[src/rtl/gate_pkg.sv]
// Shared definitions for the pipelined logic gate.
//   MODE_WIDTH       width of the function-select field
//   MODE_AND..XNOR   function encodings; 6 and 7 are reserved
//   mode_is_reserved true for any encoding outside AND..XNOR
package gate_pkg;

  localparam int MODE_WIDTH = 3;

  localparam logic [MODE_WIDTH-1:0] MODE_AND  = 3'd0;
  localparam logic [MODE_WIDTH-1:0] MODE_NAND = 3'd1;
  localparam logic [MODE_WIDTH-1:0] MODE_OR   = 3'd2;
  localparam logic [MODE_WIDTH-1:0] MODE_NOR  = 3'd3;
  localparam logic [MODE_WIDTH-1:0] MODE_XOR  = 3'd4;
  localparam logic [MODE_WIDTH-1:0] MODE_XNOR = 3'd5;

  function automatic logic mode_is_reserved(input logic [MODE_WIDTH-1:0] mode);
    return (mode > MODE_XNOR);
  endfunction

endpackage

[src/rtl/pipelined_logic_gate_if.sv]
// Handshake bundle for the pipelined logic gate.
//   In_Valid/In_Ready   upstream handshake for Inputs + Mode
//   Inputs              operand i in bits [i*BitWidth +: BitWidth]
//   Mode                function select
//   Out_Valid/Out_Ready downstream handshake for Result
//   Result              reduction result
//   Mode_Error          sticky reserved-mode flag
// master: the side feeding operands and consuming results; slave: the gate.
interface pipelined_logic_gate_if #(
  parameter int NrOfInputs = 2,
  parameter int BitWidth   = 1
);
  import gate_pkg::*;

  logic                             In_Valid;
  logic                             In_Ready;
  logic [NrOfInputs*BitWidth-1:0]   Inputs;
  logic [MODE_WIDTH-1:0]            Mode;
  logic                             Out_Valid;
  logic                             Out_Ready;
  logic [BitWidth-1:0]              Result;
  logic                             Mode_Error;

  modport master (
    output In_Valid, Inputs, Mode, Out_Ready,
    input  In_Ready, Out_Valid, Result, Mode_Error
  );

  modport slave (
    input  In_Valid, Inputs, Mode, Out_Ready,
    output In_Ready, Out_Valid, Result, Mode_Error
  );

endinterface

[src/rtl/gate_reduce.sv]
// Combinational bitwise reduction of NrOfInputs operands of BitWidth bits.
//   operands  flattened operands, operand i at [i*BitWidth +: BitWidth]
//   mode      function select (AND/NAND/OR/NOR/XOR/XNOR)
//   result    reduction result, zero for reserved modes
//   reserved  high when mode is a reserved encoding
module gate_reduce
  import gate_pkg::*;
#(
  parameter int NrOfInputs = 2,
  parameter int BitWidth   = 1
) (
  input  logic [NrOfInputs*BitWidth-1:0] operands,
  input  logic [MODE_WIDTH-1:0]          mode,
  output logic [BitWidth-1:0]            result,
  output logic                           reserved
);

  logic [BitWidth-1:0] and_r;
  logic [BitWidth-1:0] or_r;
  logic [BitWidth-1:0] xor_r;

  always_comb begin
    and_r = '1;
    or_r  = '0;
    xor_r = '0;
    for (int i = 0; i < NrOfInputs; i++) begin
      and_r = and_r & operands[i*BitWidth +: BitWidth];
      or_r  = or_r  | operands[i*BitWidth +: BitWidth];
      xor_r = xor_r ^ operands[i*BitWidth +: BitWidth];
    end
  end

  always_comb begin
    result   = '0;
    reserved = 1'b0;
    case (mode)
      MODE_AND:  result = and_r;
      MODE_NAND: result = ~and_r;
      MODE_OR:   result = or_r;
      MODE_NOR:  result = ~or_r;
      MODE_XOR:  result = xor_r;
      MODE_XNOR: result = ~xor_r;
      default:   reserved = 1'b1;
    endcase
  end

endmodule

[src/rtl/pipelined_logic_gate.sv]
// Two-stage pipelined N-input logic gate with per-input bubbles and
// run-time function select, valid/ready flow control on both sides.
//   Clock  rising-edge clock
//   Reset  synchronous, active-high; discards in-flight items
//   bus    slave side of pipelined_logic_gate_if (handshakes, operands,
//          Mode, Result, Mode_Error)
module pipelined_logic_gate
  import gate_pkg::*;
#(
  parameter int                    NrOfInputs  = 2,
  parameter int                    BitWidth    = 1,
  parameter logic [NrOfInputs-1:0] BubblesMask = '0
) (
  input  logic                   Clock,
  input  logic                   Reset,
  pipelined_logic_gate_if.slave  bus
);

  localparam int OpW = NrOfInputs * BitWidth;

  logic                  s2_free;
  logic                  s1_free;
  logic                  accept;
  logic [OpW-1:0]        bubbled;

  logic                  vld_p1;
  logic [OpW-1:0]        ops_p1;
  logic [MODE_WIDTH-1:0] mode_p1;

  logic [BitWidth-1:0]   red;
  logic                  rsvd;
  logic [BitWidth-1:0]   res_d;

  logic                  vld_p2;
  logic [BitWidth-1:0]   res_p2;
  logic                  mode_err;

  // Ready chain is purely combinational so a full pipe can drain and
  // refill in the same cycle.
  assign s2_free      = !vld_p2 || bus.Out_Ready;
  assign s1_free      = !vld_p1 || s2_free;
  assign bus.In_Ready = s1_free && !Reset;
  assign accept       = bus.In_Valid && bus.In_Ready;

  always_comb begin
    bubbled = bus.Inputs;
    for (int i = 0; i < NrOfInputs; i++) begin
      if (BubblesMask[i]) begin
        bubbled[i*BitWidth +: BitWidth] = ~bus.Inputs[i*BitWidth +: BitWidth];
      end
    end
  end

  // ---- Stage 1: bubbled operands and Mode ----
  always_ff @(posedge Clock) begin
    if (Reset) begin
      vld_p1 <= 1'b0;
    end else if (s1_free) begin
      vld_p1 <= accept;
    end
  end

  always_ff @(posedge Clock) begin
    if (accept) begin
      ops_p1  <= bubbled;
      mode_p1 <= bus.Mode;
    end
  end

  // Mode_Error flags at acceptance, not when the item reaches the output.
  always_ff @(posedge Clock) begin
    if (Reset) begin
      mode_err <= 1'b0;
    end else if (accept && mode_is_reserved(bus.Mode)) begin
      mode_err <= 1'b1;
    end
  end

  gate_reduce #(
    .NrOfInputs (NrOfInputs),
    .BitWidth   (BitWidth)
  ) u_reduce (
    .operands (ops_p1),
    .mode     (mode_p1),
    .result   (red),
    .reserved (rsvd)
  );

  assign res_d = rsvd ? '0 : red;

  // ---- Stage 2: registered Result, held while stalled ----
  always_ff @(posedge Clock) begin
    if (Reset) begin
      vld_p2 <= 1'b0;
      res_p2 <= '0;
    end else if (s2_free) begin
      vld_p2 <= vld_p1;
      if (vld_p1) begin
        res_p2 <= res_d;
      end
    end
  end

  assign bus.Out_Valid  = vld_p2;
  assign bus.Result     = res_p2;
  assign bus.Mode_Error = mode_err;

endmodule

[src/flat_wrapper.sv]
// flat-port wrapper written by rule: the top's interface ports become plain ports
module pipelined_logic_gate_flat import gate_pkg::*;
#(
  parameter int                    NrOfInputs  = 2,
  parameter int                    BitWidth    = 1,
  parameter logic [NrOfInputs-1:0] BubblesMask = '0
)
  (Clock, Reset, bus_In_Valid, bus_Inputs, bus_Mode, bus_Out_Ready, bus_In_Ready, bus_Out_Valid, bus_Result, bus_Mode_Error);
  pipelined_logic_gate_if #(.NrOfInputs(NrOfInputs), .BitWidth(BitWidth)) bus_i ();
  input  logic Clock;
  input  logic Reset;
  input wire logic [$bits(bus_i.In_Valid)-1:0] bus_In_Valid;
  input wire logic [$bits(bus_i.Inputs)-1:0] bus_Inputs;
  input wire logic [$bits(bus_i.Mode)-1:0] bus_Mode;
  input wire logic [$bits(bus_i.Out_Ready)-1:0] bus_Out_Ready;
  output wire logic [$bits(bus_i.In_Ready)-1:0] bus_In_Ready;
  output wire logic [$bits(bus_i.Out_Valid)-1:0] bus_Out_Valid;
  output wire logic [$bits(bus_i.Result)-1:0] bus_Result;
  output wire logic [$bits(bus_i.Mode_Error)-1:0] bus_Mode_Error;
  assign bus_i.In_Valid = bus_In_Valid;
  assign bus_i.Inputs = bus_Inputs;
  assign bus_i.Mode = bus_Mode;
  assign bus_i.Out_Ready = bus_Out_Ready;
  assign bus_In_Ready = bus_i.In_Ready;
  assign bus_Out_Valid = bus_i.Out_Valid;
  assign bus_Result = bus_i.Result;
  assign bus_Mode_Error = bus_i.Mode_Error;
  pipelined_logic_gate #(.NrOfInputs(NrOfInputs), .BitWidth(BitWidth), .BubblesMask(BubblesMask)) u_core (.Clock(Clock), .Reset(Reset), .bus(bus_i));
endmodule
[config.mk]
export PLATFORM = sky130hd
export DESIGN_NAME = pipelined_logic_gate_flat
export DESIGN_NICKNAME = d
export VERILOG_FILES = /design/src/rtl/gate_pkg.sv /design/src/rtl/pipelined_logic_gate_if.sv /design/src/rtl/gate_reduce.sv /design/src/rtl/pipelined_logic_gate.sv /design/src/flat_wrapper.sv
export SDC_FILE = /design/constraint.sdc
export NUM_CORES = 1
export LEC_CHECK = 0
export ABC_AREA = 1
export BUFFER_PORTS_ARGS = -buffer_cell sky130_fd_sc_hd__buf_2
export CORE_AREA = 2 2 39 41
export CTS_CLUSTER_DIAMETER = 80
export DETAILED_ROUTE_END_ITERATION = 8
export DIE_AREA = 0 0 41 43
export PLACE_DENSITY = 0.6
export SYNTH_ARGS = -nofsm -noshare
export SYNTH_HDL_FRONTEND = slang
export SYNTH_SLANG_ARGS = --single-unit
[constraint.sdc]
create_clock -name Clock -period 2.1 [get_ports Clock]
set_clock_uncertainty 0.15 [all_clocks]
set_input_delay 0.21 -clock Clock [delete_from_list [all_inputs] [get_ports Clock]]
set_output_delay 0.21 -clock Clock [all_outputs]
set_load 0.01 [all_outputs]
## Word level (Yosys, flattened, before mapping)

Cells that the tools add are included.

- Bits of input ports: 9
- Register bits: 9
- Output and inout port bits: 4
- Word-level logic and storage cells: 31

- Equality and inequality tests: 5
- Bitwise logic cells: 6
- Mux-type cells: 2
- Reduce and logical (&&, ||, !) cells: 11
- $lt $le $gt $ge: 1

Operators with widths:

| operator | count |
|---|---|
| equality test 3 x 2 -> 1 bit (second input constant) | 2 |
| equality test 3 bit (second input constant) | 2 |
| case mux 1 bit (6 select lines) | 1 |
| OR reduction 6 bit | 1 |
| equality test 3 x 1 -> 1 bit (second input constant) | 1 |
| greater-than comparator 3 bit (second input constant) | 1 |
| logical AND 1 bit | 3 |
| zero test 1 bit | 3 |
| zero test 3 bit | 1 |
| NOT 1 bit | 3 |
| logical OR 1 bit | 2 |
| AND reduction 2 bit | 1 |
| AND 1 bit | 1 |
| 2-to-1 mux 1 bit | 1 |
| bitwise OR 1 bit | 1 |
| XOR 1 bit | 1 |

## Depth between registers and ports, before layout

- Word-level depth: 6
- Depth in mapped cells: 8
- Mapped depth without buffers: 8

## Hierarchy

A second synthesis with hierarchy kept.

- Cells, all modules: 55
- Area total of the unflattened synthesis: 450.4 µm²

Modules (own cells, without submodules):

| module | instances | area each (µm²) | cells an instance |
|---|---|---|---|
| pipelined_logic_gate | 1 | 331.6 | 31 |
| gate_reduce | 1 | 118.9 | 24 |

## Least setup slack after synthesis

No wires, ideal clock.

- Path kind: register to register
- From: register u_core.ops_p1[0]
- To: register u_core.res_p2, in the netlist u_core.bus.Result
- Library setup time: 0.066 ns
- Data required time: 1.884 ns
- Stages on the path, launching flop included: 8
- Setup slack: 0.823 ns
- Path buffers: 0
- Arrival time: 1.061 ns
- Cells stage by stage: edfxtp_1 > inv_1 > ha_1 > nand2_1 > nand3_2 > a21oi_2 > nand2_1 > a21oi_2

- Longest elaborated chain between the ends: 4

RTL lines:

| item | line | RTL |
|---|---|---|
| start, declared | pipelined_logic_gate.sv:27 | `logic [OpW-1:0] ops_p1;` |
| start signal, assigned | pipelined_logic_gate.sv:65 | `ops_p1 <= bubbled;` |
| XOR 1 bit (tied with other cells) | gate_reduce.sv:29 | `xor_r = xor_r ^ operands[i*BitWidth +: BitWidth];` |
| NOT 1 bit (on tied branches) | gate_reduce.sv:42, gate_reduce.sv:38, gate_reduce.sv:40 |  |
| case mux 1 bit (6 select lines) * | gate_reduce.sv:36 | `case (mode)` |
| 2-to-1 mux 1 bit * | pipelined_logic_gate.sv:89 | `assign res_d = rsvd ? '0 : red;` |
| end signal, assigned | pipelined_logic_gate.sv:99 | `res_p2 <= res_d;` |
| end, declared | pipelined_logic_gate.sv:35 | `logic [BitWidth-1:0] res_p2;` |

Mark *: on every way between the ends. The rest lies on a longest branch, timed or not.
A chain may end at the register's enable or synchronous reset.

## Worst setup path after layout

- From: register u_core.vld_p2, in the netlist u_core.bus.Out_Valid
- To: output port bus_In_Ready

- Longest elaborated chain between the ends: 4

RTL lines:

| item | line | RTL |
|---|---|---|
| start, declared | pipelined_logic_gate.sv:34 | `logic vld_p2;` |
| start signal, assigned | pipelined_logic_gate.sv:97 | `vld_p2 <= vld_p1;` |
| zero test 1 bit | pipelined_logic_gate.sv:40 | `assign s2_free = !vld_p2 \|\| bus.Out_Ready;` |
| logical OR 1 bit | pipelined_logic_gate.sv:40 |  |
| logical OR 1 bit | pipelined_logic_gate.sv:41 | `assign s1_free = !vld_p1 \|\| s2_free;` |
| logical AND 1 bit | pipelined_logic_gate.sv:42 | `assign bus.In_Ready = s1_free && !Reset;` |
| end, declared | flat_wrapper.sv:16 | `output wire logic [$bits(bus_i.In_Ready)-1:0] bus_In_Ready;` |

No other way between the ends.

==> impl_results.md <==
* Outcome: completed
* Mapped cell area at ~430 sq um
* Static Leak at around 0.00028 uW
* Setup TNS at 0 ns
* Critical path class: register to primary output
* Setup repair bufs after CTS at 0
* TritonCTS buffer count at 3
* Antenna Cells at 0
* Final non-filler cell total at 81
* DRC viols at 0
* Worst EP arrival at between 0.9 and 1 ns
* Pre-antenna DRT Iters at 3
* Pwr dens at between 600 and 700 nW/um^2
* CTS root buf: clkbuf_4
* Switch share at 22.4%
* Reg2Reg Setup Slack at approximately 0.77 ns
* Vias in the first global route at about 320
* Sequential share of power at 53.2%
* Clock tree buffer depth at 2
* Largest net degree at the start of global routing at 7
* CTS tree: done
* Die Wd at slightly above 40 um
* Commonest non-fill, non-tap cells in the layout: buf_2, inv_1, nand2_1, dlygate4sd3_1, edfxtp_1
* Remaining global-route overflow at 0
* Peak supply drop at approximately 0.27 mV
* Pins Over Slew Limit at 0
* Initial core utilization at just over 30%
* WL final at about 690 um
* Cells after Synth at 44
* Worst setup SP type: register
* Post-Route Utilization at 42.1%
* Layout cells sized above 1 at about two fifths
* Post-CTS Hold Fix Bufs at 5
* # IOs at 13
* Area Growth Syn to Fin at 36.7%
* Max Freq at 745 MHz
* Gate power share at between 10 and 15%
* Netlist cell types at 13
* Syn. warnings at 0
* CTS clock-pin slew for the worst setup and hold paths at 0.06 ns
* Routed WL per cell at 8.54 um
* Vias at 337
* CP Capture Type: primary output
* Floorplan row count at 14
* Worst Tran Pin Value at approximately 0.18 ns
* Sw Pwr at 84.4 uW
* Worst-path fanout max at 3
* I/O Buffers at 12
* Fin crit period at between 1 and 1.5 ns
* DR vias/cell at approximately 4.2
* First-pass GRT wire length at 1170 um
* Inst Count DP at just over 70
* Worst hold path class: input port to register
* Routed Antenna Nets at 0
* Sequential fraction of the synthesis area at 54.0%
* GPL Wtd Cong at just under 0.7
* Die area at ~1800 sq um
* Initial antenna violation count at 0
* Worst skew pair latency at ~0.25 ns
* Syn Area/Cell at just under 10 sq um
* Worst EP required at roughly 1.7 ns
* Net count, final at 77
* Height of the die at approximately 43 um
* Pint at 292 uW
* GR Util All Layers at 10.6%
* RSZ-0062 raised after global routing: false
* Synthesized Nets at 55
* Relative slew margins at 88.1%
* Synth Register Bits at 9
* Clk sinks at 9
* Core area at approximately 1400 sq um
* First DRT Iteration DRCs at 5
* Final period utilization at a little under two thirds
* Commonest non-fill, non-tap cell in the layout: buf_2
* HPWL after DPL at 552 um
* Clock network power share at between 30% and 40%
* Post-cts sizing count at 0
* Final setup fails at 0
* Max Cap Viol at 0
* Tot Pwr at 376 uW
* # H-tree levels at 1
* Hold Fails Final Rpt at 0
-- power by group through the flow --
stage / clock network, uW / registers (uW) / logic (uW)
floorplan: 0 / 204 / 23.4
global placement: 0 / 203 / 39.7
detailed placement: 0 / 204 / 40.6
CTS: 137 / 200 / 47.8
global route: 150 / 201 / 53.4
finish: 129 / 200 / 47.2
-- cell families after synthesis --
kind of cell    after synthesis  share of synthesized area [%]
simple gates                 17                           22.9
flops                         9                           54.0
compound gates                5                           7.62
buf+inv                      11                           9.68
fa+ha+maj                     2                           5.86
-- routing by layer --
| layer | vias to the layer above | track usage, % | share of wire, % |
|---|---|---|---|
| met5 | - | 0 | 0 |
| met4 | 0 | 10.0 | 0 |
| met3 | 0 | 4.71 | 1.6 |
| met2 | 3 | 14.4 | 56 |
| met1 | 154 | 11.3 | 42 |
| li1 | 180 | - | - |
-- critical path, cell delays in order, from the launching register on --
cell     delay, ns
dfxtp_1       0.36
nand3_2       0.10
nand2_2       0.09
inv_1         0.04
buf_2         0.13
-- registers in the layout (all words and copies together) (netlist names) --
name / flops
u_core.ops_p1: 2
u_core.mode_p1: 3
u_core.bus.Result: 1
u_core.vld_p1: 1
u_core.bus.Out_Valid: 1
u_core.bus.Mode_Error: 1
-- path summary, 6_finish.rpt --
path	start	end	cells after the start
hold reg to reg	u_core.bus.Mode_Error	u_core.bus.Mode_Error	2
setup / recovery	u_core.bus.Out_Valid	bus_In_Ready	4
setup reg to reg	u_core.ops_p1[0]	u_core.bus.Result	7
hold / removal	Reset	u_core.bus.Result	2
-- per-stage QoR --
step                setup WS [ns]  hold WS, ns  cell area [sq um]
finish                      0.758       0.0209                583
global route                0.649       0.0130                583
CTS                         0.733      0.00907                583
detailed placement          0.760        0.239                507
global placement            0.782        0.237                507
floorplan                   0.823        0.122                427
-- final cells by class --
type	count	area, sq um
clock buffer	4	26.3
fill	140	801
inverter	11	41.3
multi-input combinational	24	155
sequential	9	230
tap	16	20.0
timing repair buffer	17	110
-- cells in the mapped netlist --
library cell	count	area, sq um
nand2_2	3	18.8
ha_1	2	25.0
nand3_1	2	10.0
a21oi_1	3	15.0
a21oi_2	2	17.5
dfxtp_1	4	80.1
nand3_2	2	20.0
inv_1	8	30.0
nor2_4	1	11.3
inv_2	3	11.3
nand2_1	8	30.0
edfxtp_1	5	150
nand3b_1	1	7.51
Note: power is estimated with default switching activity, not from simulation.
